## src/rtl/rr_sel_arbiter_pkg.sv

```systemverilog
// Shared constants for the round-robin mux-select arbiter.
package rr_sel_arbiter_pkg;

  localparam int NUM_SRC = 4;
  localparam int SEL_W   = 2;

  localparam logic ST_IDLE = 1'b0;
  localparam logic ST_BUSY = 1'b1;

  // One-hot decode of a source index, used for the grant vector.
  function automatic logic [NUM_SRC-1:0] onehot_sel(input logic [SEL_W-1:0] s);
    logic [NUM_SRC-1:0] v;
    v    = '0;
    v[s] = 1'b1;
    return v;
  endfunction

endpackage

```

## src/rtl/rr_sel_arbiter_pick.sv

```systemverilog
// Rotating-priority pick: first set req bit scanning ptr, ptr+1, ptr+2, ptr+3 (mod 4).
module rr_pick4
  import rr_sel_arbiter_pkg::*;
(
  input  logic [NUM_SRC-1:0] req,
  input  logic [SEL_W-1:0]   ptr,
  output logic [SEL_W-1:0]   idx,
  output logic               found
);

  logic [SEL_W-1:0] cand;

  // Scan from the farthest offset down so the offset closest to ptr wins last.
  always_comb begin
    idx   = ptr;
    found = 1'b0;
    cand  = ptr;
    for (int k = NUM_SRC - 1; k >= 0; k--) begin
      cand = ptr + SEL_W'(k);
      if (req[cand]) begin
        idx   = cand;
        found = 1'b1;
      end
    end
  end

endmodule

```

## src/rtl/rr_sel_arbiter.sv

```systemverilog
// Round-robin arbiter producing a registered select for a downstream 4:1 mux,
// with bounded bursts per grant and zero-bubble handover between sources.
module rr_sel_arbiter
  import rr_sel_arbiter_pkg::*;
#(
  parameter int MAX_BURST = 4
) (
  input  logic                 clk,
  input  logic                 rst_n,
  input  logic [NUM_SRC-1:0]   req,
  input  logic                 out_ready,
  output logic [SEL_W-1:0]     sel,
  output logic [NUM_SRC-1:0]   grant,
  output logic                 out_valid
);

  localparam logic [3:0] LAST_BEAT = 4'(MAX_BURST - 1);

  logic                 state_q,    state_d;
  logic [SEL_W-1:0]     sel_q,      sel_d;
  logic [NUM_SRC-1:0]   grant_q,    grant_d;
  logic [SEL_W-1:0]     ptr_q,      ptr_d;
  logic [3:0]           beat_cnt_q, beat_cnt_d;

  logic                 xfer;
  logic                 rel;
  logic [SEL_W-1:0]     pick_ptr;
  logic [SEL_W-1:0]     pick_idx;
  logic                 pick_found;

  assign out_valid = (state_q == ST_BUSY) && req[sel_q];
  assign xfer      = out_valid && out_ready;

  // A withdrawn request (req[sel] low) releases even while stalled; no beat counts then.
  assign rel = (state_q == ST_BUSY) &&
               ((xfer && (beat_cnt_q == LAST_BEAT)) || !req[sel_q]);

  // On release the pick already uses the advanced pointer so handover has no idle cycle.
  assign pick_ptr = rel ? (sel_q + 2'd1) : ptr_q;

  rr_pick4 u_pick (
    .req   (req),
    .ptr   (pick_ptr),
    .idx   (pick_idx),
    .found (pick_found)
  );

  // Next-state logic: arbitrate from IDLE, count beats, release and re-arbitrate in BUSY.
  always_comb begin
    state_d    = state_q;
    sel_d      = sel_q;
    grant_d    = grant_q;
    ptr_d      = ptr_q;
    beat_cnt_d = beat_cnt_q;
    if (state_q == ST_IDLE) begin
      if (pick_found) begin
        state_d    = ST_BUSY;
        sel_d      = pick_idx;
        grant_d    = onehot_sel(pick_idx);
        beat_cnt_d = 4'd0;
      end
    end else if (rel) begin
      ptr_d      = pick_ptr;
      beat_cnt_d = 4'd0;
      if (pick_found) begin
        sel_d   = pick_idx;
        grant_d = onehot_sel(pick_idx);
      end else begin
        state_d = ST_IDLE;
        grant_d = '0;
      end
    end else if (xfer) begin
      beat_cnt_d = beat_cnt_q + 4'd1;
    end
  end

  // State registers with asynchronous active-low reset.
  always_ff @(posedge clk or negedge rst_n) begin
    if (!rst_n) begin
      state_q    <= ST_IDLE;
      sel_q      <= '0;
      grant_q    <= '0;
      ptr_q      <= '0;
      beat_cnt_q <= 4'd0;
    end else begin
      state_q    <= state_d;
      sel_q      <= sel_d;
      grant_q    <= grant_d;
      ptr_q      <= ptr_d;
      beat_cnt_q <= beat_cnt_d;
    end
  end

  assign sel   = sel_q;
  assign grant = grant_q;

endmodule

```

## config.mk

```make
export PLATFORM = sky130hd
export DESIGN_NAME = rr_sel_arbiter
export DESIGN_NICKNAME = d
export VERILOG_FILES = /design/src/rtl/rr_sel_arbiter_pkg.sv /design/src/rtl/rr_sel_arbiter_pick.sv /design/src/rtl/rr_sel_arbiter.sv
export SDC_FILE = /design/constraint.sdc
export NUM_CORES = 1
export LEC_CHECK = 0
export CORE_MARGIN = 2
export CORE_UTILIZATION = 45
export DETAILED_ROUTE_END_ITERATION = 10
export PLACE_DENSITY = 0.8
export SLEW_MARGIN = 20
export SYNTH_ARGS = -nofsm -noshare
export SYNTH_HDL_FRONTEND = slang
export SYNTH_SLANG_ARGS = --single-unit
```

## constraint.sdc

```tcl
create_clock -name clk -period 2.3 [get_ports clk]
set_input_delay 0.23 -clock clk [delete_from_list [all_inputs] [get_ports clk]]
set_output_delay 0.23 -clock clk [all_outputs]
set_load 0.03 [all_outputs]
```

== After elaboration in Yosys (flattened, before gate mapping) ==
Cells that the tools add are included.
Widths: inputs -> output; s select.
Cells by class
  add/subtract/negate cells: 5
  order comparisons: 7
  equal/unequal tests: 3
  muxes and demuxes: 35
  reduce and logical (&&, ||, !) cells: 11
Operators by type and width (number)
  $mux 4: 8
  $lt 2x3->1 const B: 6
  $mux 2: 8
  $mux 1: 13
  $bmux 1 s2: 5
  $reduce_and 2->1: 3
  $logic_and 1x1->1: 5
  $add 2x1->2 const B: 2
  $add 2x2->2 const B: 2
  $add 4x1->4 const B: 1
  $eq 4x2->1 const B: 1
  $ne 3x1->1 const B: 1
  $demux 1 s2: 1
  $ge 2x1->1 const B: 1
  $ne 2x1->1 const B: 1
  $reduce_bool 2->1: 1
  $logic_not 1->1: 1
  $logic_or 1x1->1: 1
Word-level totals
  register bits: 13
  output and inout port bits: 7
  word-level logic and storage cells: 66

== Depth between registers and ports, before layout ==
  depth in word-level cells: 22
  depth in mapped cells: 9

== Modules after synthesis ==
A second synthesis with hierarchy kept.
Second synthesis, totals
  cells, all modules: 79
  area total of the unflattened synthesis: 848.3 um^2
By module, submodules not included
  rr_sel_arbiter: instances 1, cells each 63, area an instance 748.2 um^2, seq. area each 325.3 um^2
  rr_pick4: instances 1, cells each 16, area an instance 100.1 um^2, seq. area each 0.0 um^2

== Worst setup path after synthesis ==
No wires, ideal clock.
  path type: flip-flop to flip-flop
  start point: reg sel_q[0] (netlist: sel[0])
  end point: reg grant_q[0] (netlist: grant[0])
  setup time: 0.110 ns
  arrival time: 2.600 ns
  slack: -0.410 ns
  cell stages (with the launch flop): 10
  path buffers: 2
  path through: dfrtp_1 buf_6 mux2_4 or3b_1 and3_1 buf_6 mux2_4 o21a_1 o22a_4 o41ai_1
On the way
  longest elaborated chain between the ends: 22
RTL lines
  start: declaration: RTL line rr_sel_arbiter.sv:20  | logic [SEL_W-1:0] sel_q, sel_d;
  start signal: assignment: RTL line rr_sel_arbiter.sv:87  | sel_q <= sel_d;
  $bmux 1 s2: RTL line rr_sel_arbiter.sv:31, rr_sel_arbiter.sv:36
  $mux 1 (not written as such): RTL line rr_sel_arbiter.sv:31, rr_sel_arbiter.sv:36
  $logic_and 1x1->1: RTL line rr_sel_arbiter.sv:31  | assign out_valid = (state_q == ST_BUSY) && req[sel_q];
  $logic_and 1x1->1: RTL line rr_sel_arbiter.sv:32  | assign xfer = out_valid && out_ready;
  $logic_and 1x1->1: RTL line rr_sel_arbiter.sv:36  | ((xfer && (beat_cnt_q == LAST_BEAT)) || !req[sel_q]);
  $logic_or 1x1->1: RTL line rr_sel_arbiter.sv:36
  $logic_and 1x1->1: RTL line rr_sel_arbiter.sv:35  | assign rel = (state_q == ST_BUSY) &&
  $mux 2: RTL line rr_sel_arbiter.sv:39  | assign pick_ptr = rel ? (sel_q + 2'd1) : ptr_q;
  [... 3 more ...]
  $mux 2 (4 in series): RTL line rr_sel_arbiter_pick.sv:20  | if (req[cand]) begin
  $lt 2x3->1 (not written as such) / $ge 2x1->1 (equally long branches): RTL line rr_sel_arbiter_pkg.sv:14  | v[s] = 1'b1;
  $logic_and 1x1->1 (not written as such): RTL line rr_sel_arbiter_pkg.sv:14
  $mux 1 (not written as such): RTL line rr_sel_arbiter_pkg.sv:14
  $demux 1 s2: RTL line rr_sel_arbiter_pkg.sv:14
  $mux 4: RTL line rr_sel_arbiter.sv:65  | if (pick_found) begin
  $mux 4: RTL line rr_sel_arbiter.sv:62  | end else if (rel) begin
  $mux 4: RTL line rr_sel_arbiter.sv:55  | if (state_q == ST_IDLE) begin
  end signal: assignment: RTL line rr_sel_arbiter.sv:88  | grant_q <= grant_d;
  end: declaration: RTL line rr_sel_arbiter.sv:21  | logic [NUM_SRC-1:0] grant_q, grant_d;
Several ways; a longest one is shown, not always the timed one. The select of a mux whose other input is x is not followed.
A chain may end at the register's enable or synchronous reset.

== Worst setup path after layout ==
  start point: reg sel_q[0] (netlist: sel[0])
  end point: reg sel_q[0] (netlist: sel[0])
On the way
  longest elaborated chain between the ends: 18
RTL lines
  $bmux 1 s2: RTL line rr_sel_arbiter.sv:31, rr_sel_arbiter.sv:36
  $mux 1 (not written as such): RTL line rr_sel_arbiter.sv:31, rr_sel_arbiter.sv:36
  $logic_and 1x1->1: RTL line rr_sel_arbiter.sv:31
  $logic_and 1x1->1: RTL line rr_sel_arbiter.sv:32
  $logic_and 1x1->1: RTL line rr_sel_arbiter.sv:36
  $logic_or 1x1->1: RTL line rr_sel_arbiter.sv:36
  $logic_and 1x1->1: RTL line rr_sel_arbiter.sv:35
  $mux 2: RTL line rr_sel_arbiter.sv:39
  $add 2x2->2: RTL line rr_sel_arbiter_pick.sv:19  | cand = ptr + SEL_W'(k);
  $bmux 1 s2: RTL line rr_sel_arbiter_pick.sv:20
  $mux 1 (not written as such): RTL line rr_sel_arbiter_pick.sv:20
  $mux 2 / $mux 1 (equally long branches) (4 in series): RTL line rr_sel_arbiter_pick.sv:20
  $mux 2: RTL line rr_sel_arbiter.sv:56, rr_sel_arbiter.sv:65
  $mux 2: RTL line rr_sel_arbiter.sv:62
  $mux 2: RTL line rr_sel_arbiter.sv:55
Several ways; a longest one is shown, not always the timed one. The select of a mux whose other input is x is not followed.

==> metrics.cfg <==
[routing]
routed_wl_um = 2225
drtPass1Iterations = 4
ant_nets = 0
wl_per_cell_um = 15.56
drt_iter0_markers = 16
drcViolationCount = 0
via_count = 800
vias_per_cell = 5.594

[die]
die_w_um = 47.32
io_pins = 14
die_y_um = 47.32
start_util = 0.4839
coreArea_um2 = 1745
die-area_um2 = 2239
rows = 15

[synth]
synth-compound-area-share = 0.2296
synth_fa_ha_area_frac = 0.01481
syn_inst = 88
synthSimpleGateAreaFrac = 0.1659
synth.net_count = 96
yosysSeqAreaShare = 0.3852
synth_top_area_cell = dfrtp_1
yosys_warnings = 0
synth_top_family_by_area = compound AO/OA/AOI/OAI gates
synth-xor-area-share = 0.01037
synth-seq-cells = 13
synth.avg_cell_area_um2 = 9.597
syn_area_um2 = 844.6
yosys-top-cells-area = dfrtp_1 39%, o21ai_0 5.3%, mux2_2 4.0%, mux2_4 3.6%, nand2_1 3.6%
ys_types = 36
synthMuxAreaShare = 0.1259
synth_top_area_frac = 0.3852

[clocking]
htree_levels = 1
clkLatencyLatePin_ps = 280
clkSinkCount = 13
cts_buffers = 3
cts_tree = done
path_clk_slew_ps = 80
cts_buffer_depth = 2
post-cts-setup-buffers = 0
cts-root-buf = clkbuf_4

[sta]
max_freq_mhz = 421.4
finClkSkew_ps = 2.796
rsz0062_at_grt = yes
relSlewSlack = 0.5912
fin_crit_sh = 1.032
setup_slack_ps = -72.88
hold_viol = 0
finalCriticalPeriod_ps = 2373
setup_viol = 6
tightest_slew_ps = 611.3
drv_slew = 0
hold_ws_ps = 321.6

[pwr]
p_leak_uw = 0.0005359
peakVddDrop_mv = 0.7407
p_per_area_nw_per_um2 = 1426

[layout]
nets = 127
final_common_cell = buf_4
syn2layout_area_growth_pct = 41.63
drive_gt1_frac = 0.3136
mostFrequentLayoutCells = 17 x buf_4, 12 x dfrtp_1, 12 x clkdlybuf4s50_1, 9 x o21ai_0, 8 x nand2_1
antenna_cells = 0
fillerInstances = 127
seqCellArea_um2 = 326.6
multiInputGateArea_um2 = 525.5
stdcell_count = 143

[worst_setup_path]
path_class = register to register
crit_slowest_cell = dfrtp_2
critPathLaunchType = register
crit_buf_inv = 0
critPathTopFamily = multiplexers
critPathMaxFanout = 5
critical_path.cell_chain = mux2_4, or3b_4, and3_4, mux2_4, o21a_1, o22a_4, mux2_4
cp.arrival_ps = 2550
max_stage_delay_ps = 410
endpoint_kind = register
crit_required_ps = 2480
cpMostUsedCell = mux2_4

[grt]
grt_pass1_wl_um = 3594
track_usage = 0.2391
grt_overflow = 0
grt_start_max_net_pins = 14
grt_pass1_vias = 781
antenna_found_initial = 0

[placement]
port-buffer-count = 13
hpwlAfterDp_um = 1638
place_congestion = 0.8821
place_inst = 139
pre_cts_ws_ps = -418.9

[status]
violations = negative setup slack
status = finished, violations left

[min_path]
holdCritPathClass = input pin to async pin

[run]
maxCapViolations = 0

[sequential cells by signal (all words and copies together), names as in the netlist]
| signal | cells |
|---|---|
| beat_cnt_q | 4 |
| grant | 4 |
| ptr_q | 2 |
| sel | 2 |
| state_q | 1 |
[Yosys cell counts (all sizes together)]
cell type and instances:
a31o 1, o22a 1, nand3b 1, clkbuf 1, mux2i 3, a21oi 5, o21a 1, and4 1
nand3 2, o21ai 9, dfrtp 13, a32o 2, nor4 1, inv 7, xor2 1, and3 1
a31oi 1, nor3 1, buf 3, nor4bb 1, o32ai 1, o22ai 1, a211oi 1, mux2 5
o32a 1, o41ai 2, o211ai 1, nor2 7, or3b 1, nand2b 2, ha 1, nand4b 1
nand2 8
[metrics by stage]
stage          setup TNS (ps)    util  area, µm²  power [µW]
6_report               -368.8  0.6853       1196        1706
5_1_grt                -724.0  0.6853       1196        1808
4_1_cts                -365.5  0.6774       1182        1677
3_5_place_dp            -2214  0.6473       1130        1486
3_3_place_gp            -1845  0.6473       1130        1456
2_1_floorplan           -1727       -      872.1        1143
[cell type report]
cell class	count	area share
flip-flops and latches	13	0.2730
multi-input cells	64	0.4393
well taps	25	0.02615
inverters	7	0.02197
clock buffers	4	0.02197
repair buffers	30	0.2176
[per-layer routing]
| layer | global-route usage | part of all wire | wire length, µm | vias to the layer above |
|---|---|---|---|---|
| met3 | 0.05769 | 0.025 | 56 | 5 |
| met1 | 0.3022 | 0.44 | 984 | 391 |
| met4 | 0.1111 | 0.019 | 42 | 0 |
| met2 | 0.3838 | 0.51 | 1141 | 19 |
| li1 | - | - | - | 385 |
| met5 | 0 | 0 | 0 | - |
[cell families after synthesis]
family          count (synthesis)
mux                             8
xor+xnor                        1
simple gates                   27
flops                          13
compound gates                 27
buf+inv                        11
fa+ha+maj                       1
[worst paths after layout]
path | from | end | slack (ps) | cells past startpoint
max in group asynchronous | rst_n | sel[0]$_DFFE_PN0P_ | 1550 | 1
min | rst_n | beat_cnt_q[1]$_DFFE_PN0P_ | 320 | 1
min reg2reg | grant[2]$_DFFE_PN0P_ | grant[2]$_DFFE_PN0P_ | 490 | 2
max | sel[0]$_DFFE_PN0P_ | sel[0]$_DFFE_PN0P_ | -70 | 7
max reg2reg | sel[0]$_DFFE_PN0P_ | sel[0]$_DFFE_PN0P_ | -70 | 7
min in group clk | grant[2]$_DFFE_PN0P_ | grant[2]$_DFFE_PN0P_ | 490 | 2
[power breakdown]
group          switching, µW  internal (µW)  leakage (µW)  total (µW)
clock network           78.1           67.5     0.0000150         146
logic                    611            586      0.000359        1200
registers               49.3            313      0.000162         363
total                    739            967      0.000536        1710
[timing repair]
action	in CTS	in global routing
hold endpoints to repair	0	0
cloned	0	0
endpoints found under the setup margin	6	7
pin swaps	6	4
resized for setup	6	2
hold buffers	0	0
(Power assumes the default switching activity.)
